### src/rtl/cfg_pkg.sv
// ---------------------------------------------------------------------------
// cfg_pkg
// Shared definitions for the serial configuration loader:
//   - loader FSM state encoding
//   - bit positions of the fields inside an 8-bit cell configuration word
//   - default configuration word width
//   - even-parity helper used by the deserialiser
// ---------------------------------------------------------------------------
package cfg_pkg;

    // Default number of configuration bits per cell
    localparam int CFG_W_DEF = 8;

    // Bit positions inside an 8-bit cell word (MSB..LSB: D00 D01 D10 D11 A1 B1 A0 B0)
    localparam int FLD_D00 = 7;
    localparam int FLD_D01 = 6;
    localparam int FLD_D10 = 5;
    localparam int FLD_D11 = 4;
    localparam int FLD_A1  = 3;
    localparam int FLD_B1  = 2;
    localparam int FLD_A0  = 1;
    localparam int FLD_B0  = 0;

    // Loader FSM states
    typedef enum logic [2:0] {
        ST_IDLE   = 3'd0,
        ST_SHIFT  = 3'd1,
        ST_PARITY = 3'd2,
        ST_COMMIT = 3'd3,
        ST_DONE   = 3'd4,
        ST_ERR    = 3'd5
    } state_e;

    // Even parity holds when the XOR of all data bits and the parity bit is 0
    function automatic logic even_parity_ok(input logic data_xor, input logic parity_bit);
        return ~(data_xor ^ parity_bit);
    endfunction

endpackage

### src/rtl/cfg_deser.sv
// ---------------------------------------------------------------------------
// cfg_deser
// MSB-first deserialiser for one cell configuration word.
//   clk, clr_n   : clock, asynchronous active-low reset
//   clear        : synchronous clear of word, bit counter and parity accumulator
//   shift_en     : accept in_bit as the next data bit
//   in_bit       : serial data bit
//   word         : assembled data bits (latest bit in the LSB)
//   last_bit     : the next accepted data bit completes the word
//   parity_ok    : in_bit, taken as the parity bit, gives even parity
// ---------------------------------------------------------------------------
module cfg_deser
    import cfg_pkg::*;
#(
    parameter int CFG_W = CFG_W_DEF
) (
    input  logic             clk,
    input  logic             clr_n,
    input  logic             clear,
    input  logic             shift_en,
    input  logic             in_bit,
    output logic [CFG_W-1:0] word,
    output logic             last_bit,
    output logic             parity_ok
);

    localparam int CNT_W = (CFG_W > 1) ? $clog2(CFG_W) : 1;

    logic [CFG_W-1:0] word_q, word_d;
    logic [CNT_W-1:0] cnt_q, cnt_d;
    logic             par_q, par_d;

    // Next-state for shift register, bit counter and running data XOR
    always_comb begin
        word_d = word_q;
        cnt_d  = cnt_q;
        par_d  = par_q;
        if (clear) begin
            word_d = '0;
            cnt_d  = '0;
            par_d  = 1'b0;
        end else if (shift_en) begin
            word_d = (word_q << 1) | CFG_W'(in_bit);
            cnt_d  = cnt_q + CNT_W'(1);
            par_d  = par_q ^ in_bit;
        end else begin
            word_d = word_q;
            cnt_d  = cnt_q;
            par_d  = par_q;
        end
    end

    // Deserialiser state registers
    always_ff @(posedge clk or negedge clr_n) begin
        if (!clr_n) begin
            word_q <= '0;
            cnt_q  <= '0;
            par_q  <= 1'b0;
        end else begin
            word_q <= word_d;
            cnt_q  <= cnt_d;
            par_q  <= par_d;
        end
    end

    assign word      = word_q;
    assign last_bit  = (cnt_q == CNT_W'(CFG_W - 1));
    assign parity_ok = even_parity_ok(par_q, in_bit);

endmodule

### src/rtl/cfg_bit_loader.sv
// ---------------------------------------------------------------------------
// cfg_bit_loader
// Bit-serial, parity-protected configuration loader for a programmable cell
// array. Each cell receives CFG_W data bits (MSB first) plus one even-parity
// bit; good words are committed into a held configuration register.
//   clk, clr_n : clock, asynchronous active-low reset
//   start      : begin a load (honoured in IDLE, DONE, ERR)
//   in_valid, in_bit, in_ready : serial stream handshake
//   cfg_out    : assembled configuration, cell i at [i*CFG_W +: CFG_W]
//   cfg_we, cfg_addr : commit pulse and committed cell index
//   busy       : loading in progress
//   cfg_valid  : complete, parity-clean configuration held
//   err        : parity failure latched
// ---------------------------------------------------------------------------
module cfg_bit_loader
    import cfg_pkg::*;
#(
    parameter int N_CELLS = 4,
    parameter int CFG_W   = CFG_W_DEF,
    localparam int IDX_W  = (N_CELLS > 1) ? $clog2(N_CELLS) : 1
) (
    input  logic                       clk,
    input  logic                       clr_n,
    input  logic                       start,
    input  logic                       in_valid,
    input  logic                       in_bit,
    output logic                       in_ready,
    output logic [N_CELLS*CFG_W-1:0]   cfg_out,
    output logic                       cfg_we,
    output logic [IDX_W-1:0]           cfg_addr,
    output logic                       busy,
    output logic                       cfg_valid,
    output logic                       err
);

    state_e                     state_q, state_d;
    logic [IDX_W-1:0]           cell_cnt_q, cell_cnt_d;
    logic [N_CELLS*CFG_W-1:0]   cfg_q, cfg_d;

    logic             xfer_s;
    logic             start_acc_s;
    logic             deser_clear_s;
    logic [CFG_W-1:0] word_s;
    logic             last_bit_s;
    logic             parity_ok_s;

    // in_ready depends on registered state only, never on in_valid
    assign in_ready    = (state_q == ST_SHIFT) || (state_q == ST_PARITY);
    assign xfer_s      = in_valid && in_ready;
    assign start_acc_s = start && ((state_q == ST_IDLE) || (state_q == ST_DONE) ||
                                   (state_q == ST_ERR));
    // Bit counter restarts for every new load and after every committed cell
    assign deser_clear_s = start_acc_s || (state_q == ST_COMMIT);

    cfg_deser #(
        .CFG_W (CFG_W)
    ) u_deser (
        .clk       (clk),
        .clr_n     (clr_n),
        .clear     (deser_clear_s),
        .shift_en  (xfer_s && (state_q == ST_SHIFT)),
        .in_bit    (in_bit),
        .word      (word_s),
        .last_bit  (last_bit_s),
        .parity_ok (parity_ok_s)
    );

    // FSM next state, cell counter and configuration slice update
    always_comb begin
        state_d    = state_q;
        cell_cnt_d = cell_cnt_q;
        cfg_d      = cfg_q;
        case (state_q)
            ST_IDLE, ST_DONE, ST_ERR: begin
                if (start) begin
                    state_d    = ST_SHIFT;
                    cell_cnt_d = '0;
                end else begin
                    state_d    = state_q;
                end
            end
            ST_SHIFT: begin
                if (xfer_s && last_bit_s) begin
                    state_d = ST_PARITY;
                end else begin
                    state_d = ST_SHIFT;
                end
            end
            ST_PARITY: begin
                if (xfer_s && parity_ok_s) begin
                    // The slice is loaded on the edge into COMMIT so the new word
                    // is already on cfg_out while cfg_we/cfg_addr are asserted.
                    state_d = ST_COMMIT;
                    for (int i = 0; i < N_CELLS; i++) begin
                        if (cell_cnt_q == IDX_W'(i)) begin
                            cfg_d[i*CFG_W +: CFG_W] = word_s;
                        end else begin
                            cfg_d[i*CFG_W +: CFG_W] = cfg_q[i*CFG_W +: CFG_W];
                        end
                    end
                end else if (xfer_s) begin
                    state_d = ST_ERR;
                end else begin
                    state_d = ST_PARITY;
                end
            end
            ST_COMMIT: begin
                if (cell_cnt_q == IDX_W'(N_CELLS - 1)) begin
                    state_d = ST_DONE;
                end else begin
                    state_d    = ST_SHIFT;
                    cell_cnt_d = cell_cnt_q + IDX_W'(1);
                end
            end
            default: begin
                state_d = ST_IDLE;
            end
        endcase
    end

    // FSM, cell counter and configuration registers
    always_ff @(posedge clk or negedge clr_n) begin
        if (!clr_n) begin
            state_q    <= ST_IDLE;
            cell_cnt_q <= '0;
            cfg_q      <= '0;
        end else begin
            state_q    <= state_d;
            cell_cnt_q <= cell_cnt_d;
            cfg_q      <= cfg_d;
        end
    end

    assign cfg_out   = cfg_q;
    assign cfg_we    = (state_q == ST_COMMIT);
    assign cfg_addr  = cell_cnt_q;
    assign busy      = (state_q == ST_SHIFT) || (state_q == ST_PARITY) ||
                       (state_q == ST_COMMIT);
    assign cfg_valid = (state_q == ST_DONE);
    assign err       = (state_q == ST_ERR);

endmodule

### config.mk
export PLATFORM = sky130hd
export DESIGN_NAME = cfg_bit_loader
export DESIGN_NICKNAME = d
export VERILOG_FILES = /design/src/rtl/cfg_pkg.sv /design/src/rtl/cfg_deser.sv /design/src/rtl/cfg_bit_loader.sv
export SDC_FILE = /design/constraint.sdc
export NUM_CORES = 1
export LEC_CHECK = 0
export BUFFER_PORTS_ARGS = -buffer_cell sky130_fd_sc_hd__buf_2
export CORE_ASPECT_RATIO = 0.7
export CORE_UTILIZATION = 58
export DETAILED_ROUTE_END_ITERATION = 7
export PLACE_DENSITY = 0.95
export SETUP_SLACK_MARGIN = 0.4
export SKIP_CTS_REPAIR_TIMING = 1
export SLEW_MARGIN = 40
export SYNTH_ARGS = -nofsm -noshare
export SYNTH_HDL_FRONTEND = slang
export SYNTH_SLANG_ARGS = --single-unit
### constraint.sdc
create_clock -name clk -period 3.6 [get_ports clk]
set_input_delay 0 -clock clk [delete_from_list [all_inputs] [get_ports clk]]
set_output_delay 0 -clock clk [all_outputs]
set_load 0.03 [all_outputs]
==> results_dict.tcl <==
set metrics [dict create \
    ant_nets 0 \
    first_iter_violations 85 \
    maxCapViolations 0 \
    die_x_um 75.6 \
    syn_area_um2 2200 \
    leakagePower_nw 1.37 \
    root_buffer "clkbuf_8" \
    synth_warnings 0 \
    post-route-drc-count 0 \
    rsz0062_at_grt "no" \
    initial_utilization_pct 61.4 \
    period_minus_slack_ps 2050 \
    totalPowerFinal_mw 1.54 \
    worstSetupStartpointType "register" \
    cts_buffer_depth 2 \
    via_per_inst 5.53 \
    nets 217 \
    place_inst 248 \
    insertedDiodeCount 0 \
    max_slew.worst_pin.slew_ps 701 \
    rows 18 \
    grt_max_degree 50 \
    antenna_found_initial 0 \
    finalHoldViolCount 0 \
    place_ws_ps 1590 \
    cts_tree "built" \
    layout_common_cells "dfrtp_1 (49), buf_2 (42), mux2_2 (32)" \
    powerDensity_nw_per_um2 601 \
    p_sw_share_pct 33.7 \
    fin_setup_tns_ps 0 \
    final_util_pct 71.6 \
    worstPathMaxFanout 19 \
    cp.arrival_ps 2270 \
    area_delta_synth_final_pct 16.7 \
    status "finished, final reports clean" \
    crit_path_end_kind "register" \
    drive_gt1_share_pct 44.0 \
    multi_input_area_um2 905 \
    portBuffers 43 \
    syn_nets 176 \
    wl_per_cell_um 15.9 \
    io_pins 44 \
    fp.coreArea_um2 3580 \
    power_frac_seq_pct 48.7 \
    layout.cells.most_common "dfrtp_1" \
    min_path_type "primary input to register" \
    grtUsageTotal_pct 22.8 \
    dieArea_um2 4040 \
    yosysSeqAreaShare_pct 55.8 \
    period_share_pct 57.0 \
    hpwlAfterDp_um 2810 \
    htreeDepth 2 \
    fin_hold_ws_ps 26.3 \
    setup-violations-final 0 \
    avgSynthCellArea_um2 13.3 \
    p_comb_share_pct 24.9 \
    grt-ovfl-total 0 \
    first_global_vias 1301 \
    intPower_mw 1.02 \
    register_area_um2 1230 \
    crit_required_ps 3820 \
    drt_pass1_iterations 4 \
    ys_ff_latch 49 \
    syn_inst 165 \
    maxSlewHeadroom_pct 52.6 \
    n_fill_cell 251 \
    vias 1422 \
    final_cells 257 \
    path_clk_slew_ps 90 \
    path_class "register to register" \
    post_dp_cell_area_um2 2430 \
    vdd_drop_max_mv 0.385 \
    cts_made_buffers 5 \
    finalInstanceArea_um2 2560 \
    dieHeight_um 53.5 \
    clkPwrFrac_pct 26.4 \
    clk-insertion-delay-late_ps 300 \
    power.switching_mw 0.518 \
    final_max_slew_viol_count 0 \
    numClockSinks 49 \
    fin_skew_ps 5.90 \
    grt_first_pass_wirelength_um 6480 \
    finalWirelength_um 4080 \
    ys_types 31 \
    gp_routability_congestion 0.807 \
    fmax_mhz 487 \
    setup_slack_ps 1550 \
    r2r_slack_ps 1550 \
]
-- cell usage after synthesis --
cell type  count  area share (%)
a211oi_1       1            0.34
a21oi_1        3            0.68
and2_1         1            0.28
and3b_1        2            0.80
and4bb_2       1            0.57
buf_4          3             1.0
clkbuf_1       6             1.0
clkbuf_2       1            0.23
dfrtp_1       49              56
ha_1           6             3.4
inv_1          6             1.0
mux2_2        32              16
mux2i_1       10             4.6
nand2b_1       1            0.28
nand3_1        1            0.23
nand3_2        4             1.8
nand3b_1       1            0.34
nand4b_1       1            0.40
nand4bb_1      1            0.51
nor2_1         5            0.85
nor2b_1        1            0.28
nor3_1        12             2.7
nor3b_1        1            0.34
nor4bb_1       2            0.91
o21ai_0        3            0.68
o221a_2        2             1.0
o221ai_1       2            0.80
o311a_1        1            0.46
or3_1          2            0.57
or3b_1         1            0.40
xnor2_1        3             1.2
-- sequential cells by signal, indices dropped and copies added (netlist names) --
register       cells
cfg_addr           2
cfg_out           32
state_q            3
u_deser.cnt_q      3
u_deser.par_q      1
u_deser.word       8
-- final timing paths --
check,startpoint,to,cells after the start
min in group asynchronous,clr_n,cfg_addr[0]$_DFFE_PN0P_,2
worst min register to register,cfg_out[12]$_DFFE_PN0P_,cfg_out[12]$_DFFE_PN0P_,1
worst max-delay path,state_q[1]$_DFFE_PN0P_,u_deser.par_q$_DFFE_PN0P_,3
worst min-delay path,in_valid,state_q[1]$_DFFE_PN0P_,3
max in group asynchronous,clr_n,cfg_out[5]$_DFFE_PN0P_,2
worst max register to register,state_q[1]$_DFFE_PN0P_,u_deser.par_q$_DFFE_PN0P_,3
-- metal layers --
| metal | vias to the layer above | global-route usage (%) | share of wire, % |
|---|---|---|---|
| li1 | 667 | - | - |
| met1 | 714 | 34.1 | 50 |
| met2 | 39 | 32.3 | 44 |
| met3 | 2 | 6.67 | 5.7 |
| met4 | 0 | 5.56 | 0.37 |
| met5 | - | 0 | 0 |
-- cell type report --
class	count	area share (%)
clock buffer	6	3.22
clock inverter	2	1.46
inverter	6	0.878
multi-input combinational	100	35.3
sequential	49	47.8
tap	50	2.44
timing repair buffer	44	8.88
-- worst max-delay path: stages (launching register included) --
cell and delay [ps]:
dfrtp_1 570, nand4bb_1 670, or3_1 510, a211oi_1 220
-- power groups by stage --
stage / Clock (mW) / Combinational (mW) / Sequential [mW]
global placement: 0 / 0.368 / 0.752
finish: 0.406 / 0.384 / 0.750
floorplan: 0 / 0.288 / 0.747
detailed placement: 0 / 0.386 / 0.758
CTS: 0.413 / 0.387 / 0.750
global route: 0.433 / 0.429 / 0.771
-- logic make-up (layout without fill, tap and decap cells) --
family / Yosys count / count (layout) / synth area share [%]
flip-flops: 49 / 49 / 55.8
multiplexers: 42 / 42 / 21.0
AND/OR/NAND/NOR: 37 / 37 / 11.3
buffers and inverters: 16 / 58 / 3.30
AO/OA/AOI/OAI: 12 / 12 / 3.99
adder cells (fa/ha/maj): 6 / 6 / 3.42
XOR/XNOR: 3 / 3 / 1.20
No activity file was read; power rests on OpenSTA's default activity.
